File: src/rtl/clk_switch_ctrl.sv
// clk_switch_ctrl: drives the select of a glitch-free two-input clock mux.
// A request is taken over valid/ready in IDLE. WAIT then holds the new select
// until the mux reports that it has switched, or reverts on timeout. DWELL
// holds the select steady before the next request can be taken.
module clk_switch_ctrl #(
   parameter int SYNC_DEPTH = 2,
   parameter int TIMEOUT    = 255,
   parameter int DWELL      = 16,
   parameter int CNT_W      = 8
) (
   input  logic clk,
   input  logic rst,
   input  logic req_valid,
   input  logic req_sel,
   output logic req_ready,
   input  logic sel_ack,
   output logic sel,
   output logic busy,
   output logic done,
   output logic timeout_err
);

   localparam logic [1:0] ST_IDLE  = 2'd0;
   localparam logic [1:0] ST_WAIT  = 2'd1;
   localparam logic [1:0] ST_DWELL = 2'd2;

   localparam logic [CNT_W-1:0] CNT_ONE      = CNT_W'(1);
   localparam logic [CNT_W-1:0] TIMEOUT_LAST = CNT_W'(TIMEOUT - 1);
   localparam logic [CNT_W-1:0] DWELL_LAST   = CNT_W'(DWELL - 1);

   logic [1:0]            state_q, state_d;
   logic                  sel_q, sel_d;
   logic                  prev_sel_q, prev_sel_d;
   logic [CNT_W-1:0]      cnt_q, cnt_d;
   logic                  done_q, done_d;
   logic                  terr_q, terr_d;
   logic [SYNC_DEPTH-1:0] sync_q;
   logic                  ack_s;

   // Bring the asynchronous mux status into the clk domain.
   always_ff @(posedge clk) begin
      if (!rst) begin
         sync_q <= '0;
      end else begin
         sync_q <= {sync_q[SYNC_DEPTH-2:0], sel_ack};
      end
   end

   assign ack_s = sync_q[SYNC_DEPTH-1];

   // Next-state logic for the IDLE -> WAIT -> DWELL -> IDLE sequence.
   always_comb begin
      // NOTE: every signal driven here gets a default first, so no path can infer a latch.
      state_d    = state_q;
      sel_d      = sel_q;
      prev_sel_d = prev_sel_q;
      cnt_d      = cnt_q;
      done_d     = 1'b0;
      terr_d     = terr_q;
      case (state_q)
         ST_IDLE: begin
            if (req_valid) begin
               terr_d = 1'b0;
               if (req_sel == sel_q) begin
                  // No-op request: already on the requested clock.
                  done_d = 1'b1;
               end else begin
                  sel_d      = req_sel;
                  prev_sel_d = sel_q;
                  cnt_d      = '0;
                  state_d    = ST_WAIT;
               end
            end
         end
         ST_WAIT: begin
            // Acknowledge is tested first, so it wins on the timeout edge.
            if (ack_s == sel_q) begin
               done_d  = 1'b1;
               cnt_d   = '0;
               state_d = ST_DWELL;
            end else if (cnt_q == TIMEOUT_LAST) begin
               sel_d   = prev_sel_q;
               terr_d  = 1'b1;
               cnt_d   = '0;
               state_d = ST_DWELL;
            end else begin
               cnt_d = cnt_q + CNT_ONE;
            end
         end
         ST_DWELL: begin
            if (cnt_q == DWELL_LAST) begin
               cnt_d   = '0;
               state_d = ST_IDLE;
            end else begin
               cnt_d = cnt_q + CNT_ONE;
            end
         end
         default: begin
            state_d = ST_IDLE;
            cnt_d   = '0;
         end
      endcase
   end

   // State registers; reset returns to IDLE with clk1 selected.
   always_ff @(posedge clk) begin
      // NOTE: sequential state uses non-blocking assignments so all registers update together.
      if (!rst) begin
         state_q    <= ST_IDLE;
         sel_q      <= 1'b0;
         prev_sel_q <= 1'b0;
         cnt_q      <= '0;
         done_q     <= 1'b0;
         terr_q     <= 1'b0;
      end else begin
         state_q    <= state_d;
         sel_q      <= sel_d;
         prev_sel_q <= prev_sel_d;
         cnt_q      <= cnt_d;
         done_q     <= done_d;
         terr_q     <= terr_d;
      end
   end

   assign req_ready   = (state_q == ST_IDLE);
   assign busy        = (state_q != ST_IDLE);
   assign sel         = sel_q;
   assign done        = done_q;
   assign timeout_err = terr_q;

endmodule

File: config.mk
export PLATFORM = sky130hd
export DESIGN_NAME = clk_switch_ctrl
export DESIGN_NICKNAME = d
export VERILOG_FILES = /design/src/rtl/clk_switch_ctrl.sv
export SDC_FILE = /design/constraint.sdc
export NUM_CORES = 1
export LEC_CHECK = 0
export BUFFER_PORTS_ARGS = -buffer_cell sky130_fd_sc_hd__buf_2
export CORE_MARGIN = 3
export CORE_UTILIZATION = 40
export CTS_CLUSTER_DIAMETER = 80
export CTS_CLUSTER_SIZE = 40
export DETAILED_ROUTE_END_ITERATION = 12
export PLACE_DENSITY = 0.69
export SLEW_MARGIN = 0
export SYNTH_ARGS = -nofsm -noshare
export SYNTH_HDL_FRONTEND = slang
export SYNTH_SLANG_ARGS = --single-unit
File: constraint.sdc
create_clock -name clk -period 3.4 [get_ports clk]
set_input_delay 0.68 -clock clk [delete_from_list [all_inputs] [get_ports clk]]
set_output_delay 0.68 -clock clk [all_outputs]
set_load 0.01 [all_outputs]
* Word level (Yosys, flattened, before mapping)
Cells that the tools add are included.
** Operators by class
- Reductions and logical operators :: 8
- Equal/unequal tests :: 12
- Multiplexer cells :: 25
- Multiply operators :: 0
- $lt $le $gt $ge :: 0
- Bitwise logic cells :: 1
- Divide/modulo/power cells :: 0
- Add/subtract/negate cells :: 1
- Shift-type cells :: 0
** Operators by type and width (count)
- 2-to-1 mux 8 bit :: 5
- one-hot mux 8 bit (3 select lines) :: 1
- 2-to-1 mux 1 bit :: 10
- 2-to-1 mux 2 bit :: 5
- inequality test 2 bit, second input constant :: 5
- adder 8 x 1 -> 8 bit, second input constant :: 1
- equality test 8 x 4 -> 1 bit, second input constant :: 1
- equality test 8 bit, second input constant :: 1
- AND reduction 4 bit :: 2
- one-hot mux 1 bit (2 select lines) :: 3
- one-hot mux 2 bit (3 select lines) :: 1
- AND reduction 5 bit :: 1
- nonzero test 2 bit :: 2
- inequality test 3 bit, second input constant :: 1
- AND reduction 3 bit :: 1
- equality test 1 bit :: 2
- equality test 2 x 1 -> 1 bit, second input constant :: 1
- equality test 2 bit, second input constant :: 1
- logical NOT 2 bit :: 1
- AND reduction 2 bit :: 1
- inverter 1 bit :: 1
** Storage, ports and cells
- ROM bits :: 0
- Memory bits (writable) :: 0
- Output and inout bits :: 5
- Bits of input ports :: 5
- Logic and storage cells :: 54
- Register bits after elaboration :: 16
- Memories :: 0
- Latch bits :: 0

* Logic depth before layout (Yosys ltp)
Gate-level depths: netlist (run 1).
- Depth after elaboration :: 4
- Mapped depth :: 8
- Depth with buffers taken out :: 7

* Least setup slack after synthesis (run 1)
No wires, ideal clock.
- Kind :: in2reg
- From :: input req_sel
- To :: register cnt_q[7]
- Library setup time :: 0.121 ns
- Required time :: 3.279 ns
- Buffers on the path :: 0
- Stages on the path :: 5
- Arrival time :: 1.502 ns
- Setup slack :: 1.777 ns
- Path through :: xor2_1 -> a21oi_2 -> nor2_1 -> a41oi_1 -> a21oi_1
** Between the ends
- Longest elaborated chain between the ends :: 3
** RTL lines
- start, declared :: line 14 : input logic req_sel,
- equality test 1 bit :: line 64 : if (req_sel == sel_q) begin
- inequality test 2 bit (no line)
- AND reduction 2 bit (no line)
- end signal, assigned :: line 119 : cnt_q <= cnt_d;
- end, declared :: line 34 : logic [CNT_W-1:0] cnt_q, cnt_d;
Every way passes these cells.
A chain may end at the register's enable or synchronous reset.

* Final worst setup path (run 1)
- From :: register state_q[0]
- To :: output busy
** Between the ends
- Longest elaborated chain between the ends :: 1
** RTL lines
- start, declared :: line 31 : logic [1:0] state_q, state_d;
- start signal, assigned :: line 116 : state_q <= state_d;
- nonzero test 2 bit :: line 126 : assign busy = (state_q != ST_IDLE);
- end, declared :: line 18 : output logic busy,
Every way passes these cells.

==> impl_metrics.env, run 1 <==
export IMPL_status="finished, final reports clean"
export IMPL_synthArstFlopShare=0
export IMPL_cp_max_fo=7
export IMPL_setup_viol=0
export IMPL_placed_cells=143
export IMPL_clock_sinks=16
export IMPL_final_nets=131
export IMPL_ys_seq_area_frac=0.354
export IMPL_syn2layout_area_growth_pct=10.6
export IMPL_path_buf_inv=3
export IMPL_path_class="flop to output port"
export IMPL_cp_end_kind="output port"
export IMPL_overflow=0
export IMPL_start_util=0.444
export IMPL_synth_warnings=0
export IMPL_cts_hold_buf=0
export IMPL_drive_gt1_frac=0.175
export IMPL_crit_cells=4
export IMPL_period_minus_slack_ns=2.00
export IMPL_skew_ns=0.00242
export IMPL_dp_hpwl_mm=1.41
export IMPL_synth_main_ff_cell="dfxtp_1"
export IMPL_crit_chain="inv_1 > ha_1 > inv_1 > buf_2"
export IMPL_clk_latency_ns=0.28
export IMPL_boundaryPins=10
export IMPL_p_leak_nw=0.384
export IMPL_cts_max_level=1
export IMPL_r2r_cells=6
export IMPL_final_cell_mix="dfxtp_1 (16), nand2_1 (12), inv_1 (11)"
export IMPL_maxCapViolCount=0
export IMPL_holdPathStages=1
export IMPL_clockBufferDepth=2
export IMPL_coreArea_sq_mm=0.00204
export IMPL_arrival_ns=1.32
export IMPL_totalWireLength_mm=1.88
export IMPL_die_y_um=53.6
export IMPL_avgViaCountPerCell=5.63
export IMPL_rows=16
export IMPL_yosys_cell_types_count=31
export IMPL_cts_resized=0
export IMPL_synth_cells=110
export IMPL_grt_pass1_vias=762
export IMPL_cts_setup_buffers=0
export IMPL_slew_viol_final=0
export IMPL_grt_max_degree=13
export IMPL_grt_pass1_wl_mm=3.31
export IMPL_syn_nets=120
export IMPL_diodes=0
export IMPL_synth_seq_cells=16
export IMPL_ir_drop_uv=323
export IMPL_fmax_mhz=499
export IMPL_port_buffers=9
export IMPL_rsz0062_at_grt="no"
export IMPL_clk_pin_slew_ns=0.09
export IMPL_die_width_um=53.6
export IMPL_layout_cells_most_common="dfxtp_1"
export IMPL_worstMarginPinSlew_ns=0.455
export IMPL_grt_use_total=0.160
export IMPL_cts_made_buffers=3
export IMPL_crit_path_start_kind="flop"
export IMPL_gp_congestion=0.904
export IMPL_dieArea_sq_mm=0.00287
export IMPL_cts_tree="built"
export IMPL_synth_edf_count=0
export IMPL_antenna_left=0
export IMPL_p_per_area_mw_per_mm2=571
export IMPL_clk_root_buffer_cell="clkbuf_4"
export IMPL_slowest_delay_ns=0.38
export IMPL_critPathRequiredTime_ns=2.72
export IMPL_cp_top_family="flip-flops"
export IMPL_cpMostUsedCell="inv_1"
export IMPL_antenna_found_initial=0
export IMPL_max_slew_margin=0.697
export IMPL_finalSetupTns_ns=0
export IMPL_slowest_stage="dfxtp_1"
export IMPL_drc=0
export IMPL_hold_violations=0
export IMPL_hp_class="flop to flop"
export IMPL_first_pass_iters=5
export IMPL_final_cells=147
export IMPL_synthesis_area_sq_um=906
export IMPL_syn_avg_cell_area_sq_um=8.24
export IMPL_wl_per_cell_um=12.8
export IMPL_drtIter0Drc=27
export IMPL_timing_final_crit_share=0.589
export IMPL_via_count=828
==> worst register-to-register path: stages, from the launching register on <==
cell and delay, ns:
dfxtp_1 0.41, ha_1 0.27, nand4b_1 0.15, nor4_1 0.36, o21ai_0 0.25, o211ai_1 0.24
o41ai_1 0.10
==> layer usage <==
| layer | wire length [um] | track usage | up-vias |
|---|---|---|---|
| met5 | 0 | 0 | - |
| met3 | 103 | 0.0499 | 4 |
| li1 | - | - | 416 |
| met2 | 873 | 0.247 | 25 |
| met4 | 21 | 0.0723 | 0 |
| met1 | 881 | 0.203 | 383 |
==> logic make-up (layout without fill, tap and decap cells) <==
kind of cell    Yosys count  after routing  synth area share
flops                    16             16             0.354
compound gates           34             34             0.268
mux                       2              2            0.0221
simple gates             37             37             0.202
fa+ha+maj                 5              5            0.0691
buf+inv                  14             24            0.0663
xor+xnor                  2              2            0.0193
==> synth_stat cells (2+ instances only) <==
library cell	number	area [sq um]
a21oi_1	7	35.0
o21ai_0	8	40.0
nand2_1	12	45.0
nor4_1	2	12.5
ha_1	5	62.6
dfxtp_1	16	320
nand4b_1	2	17.5
nand3_1	4	20.0
mux2i_1	2	20.0
a31oi_1	4	25.0
nor2_1	10	37.5
clkbuf_1	2	7.51
o211ai_1	3	22.5
inv_1	11	41.3
nand4_1	3	18.8
and2_1	3	18.8
xor2_1	2	17.5
==> power by group <==
part           total (mW)  switching, mW  internal [mW]
Sequential          0.226         0.0195          0.207
Combinational       0.221          0.138         0.0825
Clock               0.124         0.0593         0.0652
Total               0.572          0.217          0.355
==> final timing paths <==
path	from	endpoint	slack, ns
worst min register to register	sync_q[0]$_SDFF_PN0_	sync_q[1]$_SDFF_PN0_	0.44
worst min-delay path	sync_q[0]$_SDFF_PN0_	sync_q[1]$_SDFF_PN0_	0.44
worst max-delay path	state_q[0]$_SDFFE_PN0P_	busy	1.40
worst max register to register	cnt_q[0]$_SDFFE_PN0P_	state_q[1]$_SDFFE_PN0P_	1.51
==> cell type report <==
| type | instances | area (sq um) |
|---|---|---|
| Fill cell | 209 | 1040 |
| Multi-Input combinational cell | 80 | 526 |
| Sequential cell | 16 | 320 |
| Timing Repair Buffer | 9 | 45.0 |
| Inverter | 11 | 41.3 |
| Clock buffer | 4 | 36.3 |
| Tap cell | 27 | 33.8 |
==> registers in the layout (all words and copies together), names as in the netlist <==
name / cells
sync_q: 2
timeout_err: 1
sel: 1
done: 1
prev_sel_q: 1
state_q: 2
cnt_q: 8
==> stage by stage <==
step / power [mW] / setup WS [ns] / hold WS, ns / cell area, sq um / util
floorplan: 0.391 / 1.78 / 0.412 / 906 / -
global placement: 0.447 / 1.45 / 0.421 / 966 / 0.473
detailed placement: 0.451 / 1.44 / 0.424 / 966 / 0.473
CTS: 0.576 / 1.40 / 0.448 / 1000 / 0.491
global route: 0.615 / 1.27 / 0.456 / 1000 / 0.491
finish: 0.572 / 1.40 / 0.442 / 1000 / 0.491
No activity file was read; power rests on OpenSTA's default activity.
==> run 2: changes to the inputs <==
- clock period: 3.4 -> 1.9 ns (I/O delays scaled with it)
==> run 2 against run 1 <==
  * Via count increased by 5.4%
  * Critical path type is now flop to flop
  * Final cell count increased by 1.4%
  * Global-route usage decreased by 0.35 points
  * First-iteration DRC count increased by 44%
  * Clock-buffer cell count decreased by 1
  * Die area unchanged
  * Core utilization increased by 0.74 points
  * Register-to-register slack got worse by 1.3 ns
  * Sequential power increased by 80%
  * Critical endpoint is now cnt_q[5]$_SDFFE_PN0P_
==> impl_metrics.env, run 2 (synthesis gave the netlist of run 1 again) <==
export IMPL_crit_chain="inv_1 > ha_1 > nand3_1 > o2111ai_1 > o21ai_2 > o21ai_0 > a21oi_1"
export IMPL_drtIter0Drc=39
export IMPL_dieArea_sq_mm=0.00287
export IMPL_start_util=0.444
export IMPL_crit_path_start_kind="flop"
export IMPL_fillerInstances=210
export IMPL_layout_cells_most_common="dfxtp_1"
export IMPL_cp_top_family="compound AO/OA/AOI/OAI gates"
export IMPL_antenna_left=0
export IMPL_syn2layout_area_growth_pct=12.3
export IMPL_switchingPower_mw=0.409
export IMPL_wl_per_cell_um=13.8
export IMPL_switching_share=0.403
export IMPL_hp_class="input port to flop"
export IMPL_grt_pass1_vias=766
export IMPL_wl_met3_um=117
export IMPL_skew_ns=0.00418
export IMPL_ir_drop_uv=657
export IMPL_crit_start="cnt_q[0]$_SDFFE_PN0P_"
export IMPL_critPathRequiredTime_ns=2.12
export IMPL_final_cell_mix="dfxtp_1 (16), nand2_1 (12), inv_1 (11)"
export IMPL_power_mw=1.02
export IMPL_rsz0062_at_grt="no"
export IMPL_hold_violations=0
export IMPL_seq_area_sq_um=320
export IMPL_power_frac_seq=0.400
export IMPL_cts_max_level=1
export IMPL_arrival_ns=1.96
export IMPL_final_util=0.498
export IMPL_antenna_found_initial=0
export IMPL_drive_gt1_frac=0.197
export IMPL_die_width_um=53.6
export IMPL_fmax_mhz=575
export IMPL_maxCapViolCount=0
export IMPL_status="finished, final reports clean"
export IMPL_via_count=873
export IMPL_topRoutingLayerUsed="met4"
export IMPL_worstMarginPinSlew_ns=0.423
export IMPL_cts_setup_buffers=0
export IMPL_clk_pin_slew_ns=0.10
export IMPL_clk_latency_ns=0.29
export IMPL_timing_final_crit_share=0.915
export IMPL_largest_reg_flops=8
export IMPL_multiInputGateArea_sq_um=532
export IMPL_cp_end_kind="flop"
export IMPL_coreArea_sq_mm=0.00204
export IMPL_min_delay_start="sel_ack"
export IMPL_gp_congestion=0.784
export IMPL_route_met2_wl_um=989
export IMPL_p_per_area_mw_per_mm2=998
export IMPL_regMostFlops="cnt_q"
export IMPL_dp_hpwl_mm=1.49
export IMPL_slowest_delay_ns=0.41
export IMPL_p_leak_nw=0.393
export IMPL_grt_use_total=0.156
export IMPL_finalSetupTns_ns=0
export IMPL_avgViaCountPerCell=5.86
export IMPL_totalWireLength_mm=2.05
export IMPL_rows=16
export IMPL_slew_viol_final=0
export IMPL_final_nets=134
export IMPL_cp_max_fo=11
export IMPL_cts_tree="built"
export IMPL_port_buffers=9
export IMPL_cts_made_buffers=3
export IMPL_reg2reg_from="cnt_q[0]$_SDFFE_PN0P_"
export IMPL_p_clk_frac=0.184
export IMPL_max_slew_margin=0.715
export IMPL_largestRegisters="cnt_q (8), state_q (2), sync_q (2)"
export IMPL_overflow=0
export IMPL_intPower_mw=0.606
export IMPL_path_class="flop to flop"
export IMPL_first_pass_iters=5
export IMPL_clk_root_buffer_cell="clkbuf_4"
export IMPL_drc=0
export IMPL_period_minus_slack_ns=1.74
export IMPL_slowest_stage="dfxtp_1"
export IMPL_path_buf_inv=1
export IMPL_combinationalPowerShare=0.416
export IMPL_clockBufferDepth=2
export IMPL_clock_sinks=16
export IMPL_wl_met1_um=918
export IMPL_boundaryPins=10
export IMPL_grt_pass1_wl_mm=3.26
export IMPL_grt_max_degree=13
export IMPL_die_y_um=53.6
export IMPL_diodes=0
export IMPL_setup_viol=0
run 2: cell count changes in the layout (fill, tap and decap cells not counted):
cell / before / now
nor4_2: 0 / 1
nor4_1: 2 / 1
buf_4: 0 / 3
clkbuf_8: 1 / 0
run 2: final timing paths:
path	cells past startpoint	slack [ns]	endpoint
min reg2reg	1	0.44	sync_q[1]$_SDFF_PN0_
min	2	0.28	sync_q[0]$_SDFF_PN0_
max	7	0.16	cnt_q[5]$_SDFFE_PN0P_
max reg2reg	7	0.16	cnt_q[5]$_SDFFE_PN0P_
run 2: worst reg2reg max path: stages, from the launching register on:
cell	delay, ns
dfxtp_1	0.41
inv_1	0.08
ha_1	0.20
nand3_1	0.14
o2111ai_1	0.19
o21ai_2	0.24
o21ai_0	0.21
a21oi_1	0.20
run 2: layer usage:
metal,up-vias,global-route usage
li1,427,-
met1,409,0.193
met2,33,0.259
met3,4,0.0277
met4,0,0.0809
met5,-,0
run 2: timing repair:
item	in CTS	in global routing
setup endpoints to repair	0	1
hold buffers	0	0
gates resized for setup	0	1
run 2: final cells by class:
type | instances | area share
Multi-Input combinational cell | 80 | 0.523
Timing Repair Buffer | 12 | 0.0664
Tap cell | 27 | 0.0332
Sequential cell | 16 | 0.315
Clock buffer | 3 | 0.0221
Inverter | 11 | 0.0406
run 2: per-stage QoR:
stage	instance area, sq um	hold slack [ns]	instances	worst slack, ns
3_3_place_gp	988	0.420	146	0.225
3_5_place_dp	988	0.421	146	0.0867
5_1_grt	1020	0.288	149	0.00281
6_report	1020	0.277	149	0.161
2_1_floorplan	906	0.412	110	0.279
4_1_cts	1010	0.280	149	0.0964
run 2: power by group through the flow:
stage / Combinational, mW / Clock (mW) / Sequential [mW]
2_1_floorplan: 0.285 / 0 / 0.415
3_3_place_gp: 0.407 / 0 / 0.410
3_5_place_dp: 0.417 / 0 / 0.412
4_1_cts: 0.418 / 0.189 / 0.405
5_1_grt: 0.456 / 0.199 / 0.411
6_report: 0.422 / 0.187 / 0.406
==> run 3: changes to the inputs <==
- CTS_CLUSTER_DIAMETER: 80 -> 60
- RECOVER_POWER: not set -> 100
==> run 3 against run 2 <==
  * Sequential power about the same
  * Core utilization fell by 0.86 points
  * Power decreased by 2.7%
  * Design area decreased by 1.7%
  * Critical endpoint is now sel$_SDFFE_PN0P_
  * Largest power group is now sequential cells
==> impl_metrics.env, run 3 (synthesis gave the netlist of run 1 again) <==
export IMPL_status="finished, final reports clean"
export IMPL_overflow=0
export IMPL_grt_pass1_wl_mm=3.26
export IMPL_power_mw=0.988
export IMPL_final_nets=134
export IMPL_rsz0062_at_grt="no"
export IMPL_regMostFlops="cnt_q"
export IMPL_diodes=0
export IMPL_first_pass_iters=4
export IMPL_combinationalPowerShare=0.404
export IMPL_cts_tree="built"
export IMPL_max_slew_margin=0.661
export IMPL_p_per_area_mw_per_mm2=988
export IMPL_start_util=0.444
export IMPL_fmax_mhz=562
export IMPL_critPathRequiredTime_ns=2.08
export IMPL_finalSetupTns_ns=0
export IMPL_drc=0
export IMPL_clk_latency_ns=0.29
export IMPL_dpl_instance_area_sq_um=988
export IMPL_timing_final_crit_share=0.936
export IMPL_clock_sinks=16
export IMPL_rows=16
export IMPL_ir_drop_uv=644
export IMPL_avgViaCountPerCell=5.83
export IMPL_crit_path_start_kind="flop"
export IMPL_period_minus_slack_ns=1.78
export IMPL_gp_congestion=0.784
export IMPL_port_buffers=9
export IMPL_cts_max_level=1
export IMPL_wl_per_cell_um=13.8
export IMPL_clk_root_buffer_cell="clkbuf_4"
export IMPL_maxCapViolCount=0
export IMPL_totalWireLength_mm=2.06
export IMPL_grt_max_degree=13
export IMPL_switching_share=0.410
export IMPL_grt_pass1_vias=766
export IMPL_final_cell_mix="dfxtp_1 (16), nand2_1 (12), inv_1 (11)"
export IMPL_hp_class="input port to flop"
export IMPL_hold_violations=0
export IMPL_grt_use_total=0.156
export IMPL_boundaryPins=10
export IMPL_stdcell_area_sq_um=1000
export IMPL_dieArea_sq_mm=0.00287
export IMPL_coreArea_sq_mm=0.00204
export IMPL_route_met2_wl_um=994
export IMPL_setup_viol=0
export IMPL_cp_max_fo=5
export IMPL_drtIter0Drc=46
export IMPL_skew_ns=0.00251
export IMPL_largest_reg_flops=8
export IMPL_via_count=869
export IMPL_p_leak_nw=0.366
export IMPL_die_y_um=53.6
export IMPL_drive_gt1_frac=0.131
export IMPL_power_frac_seq=0.410
export IMPL_syn2layout_area_growth_pct=10.4
export IMPL_path_class="flop to flop"
export IMPL_intPower_mw=0.583
export IMPL_worstMarginPinSlew_ns=0.508
export IMPL_die_width_um=53.6
export IMPL_layout_cells_most_common="dfxtp_1"
export IMPL_antenna_left=0
export IMPL_dp_hpwl_mm=1.49
export IMPL_cp_end_kind="flop"
export IMPL_topRoutingLayerUsed="met4"
export IMPL_p_clk_frac=0.186
export IMPL_cts_hold_buf=0
export IMPL_wl_met1_um=880
export IMPL_wl_met3_um=149
export IMPL_switchingPower_mw=0.405
export IMPL_arrival_ns=1.96
export IMPL_slew_viol_final=0
export IMPL_clockBufferDepth=2
export IMPL_cts_made_buffers=3
export IMPL_antenna_found_initial=0
export IMPL_largestRegisters="cnt_q (8), state_q (2), sync_q (2)"
export IMPL_clk_pin_slew_ns=0.09
-- run 3: cell types whose count changed in the layout (fill, tap and decap cells not counted) --
cell / delta
buf_2: -6
and2_1: -2
and2_0: +2
o2bb2ai_2: -1
o2bb2ai_1: +1
clkbuf_1: +7
buf_4: -1
-- run 3: metal layers --
| metal | track usage | up-vias |
|---|---|---|
| met5 | 0 | - |
| met4 | 0.0809 | 0 |
| met3 | 0.0277 | 6 |
| met2 | 0.259 | 40 |
| met1 | 0.193 | 398 |
| li1 | - | 425 |
-- run 3: final cells by class --
type | instances | area (sq um)
inverters | 11 | 41.3
well taps | 27 | 33.8
fillers | 214 | 1040
repair buffers | 12 | 56.3
clock buffers | 3 | 22.5
flip-flops and latches | 16 | 320
multi-input cells | 80 | 526
-- run 3: timing repair --
item / 4_1_cts / 5_1_grt
setup endpoints to repair: 0 / 1
resized for setup: 0 / 1
setup buffers: 0 / 0
-- run 3: worst max-delay path, cell delays in order (launching register included) --
cell and delay, ns:
dfxtp_1 0.41, inv_1 0.08, ha_1 0.20, nand3_1 0.14
nor3b_2 0.07, o2bb2ai_1 0.33, a2111oi_2 0.08, a311o_2 0.36
-- run 3: worst paths after layout --
check / depth (start not counted) / from / slack (ns) / endpoint
max: 7 / cnt_q[0]$_SDFFE_PN0P_ / 0.12 / sel$_SDFFE_PN0P_
min: 2 / sel_ack / 0.28 / sync_q[0]$_SDFF_PN0_
max reg2reg: 7 / cnt_q[0]$_SDFFE_PN0P_ / 0.12 / sel$_SDFFE_PN0P_
min reg2reg: 1 / sync_q[0]$_SDFF_PN0_ / 0.44 / sync_q[1]$_SDFF_PN0_
-- run 3: through the flow --
step	instances	setup slack [ns]	util	hold slack (ns)
4_1_cts	149	0.0964	0.495	0.280
5_1_grt	149	0.00152	0.490	0.288
2_1_floorplan	110	0.279	-	0.412
6_report	149	0.121	0.490	0.280
3_5_place_dp	146	0.0867	0.484	0.421
3_3_place_gp	146	0.225	0.484	0.420
-- run 3: power by group through the flow --
stage | registers (mW) | clock network, mW | logic (mW)
CTS | 0.405 | 0.189 | 0.418
global route | 0.412 | 0.199 | 0.429
global placement | 0.410 | 0 | 0.407
finish | 0.405 | 0.184 | 0.399
floorplan | 0.415 | 0 | 0.285
detailed placement | 0.412 | 0 | 0.417
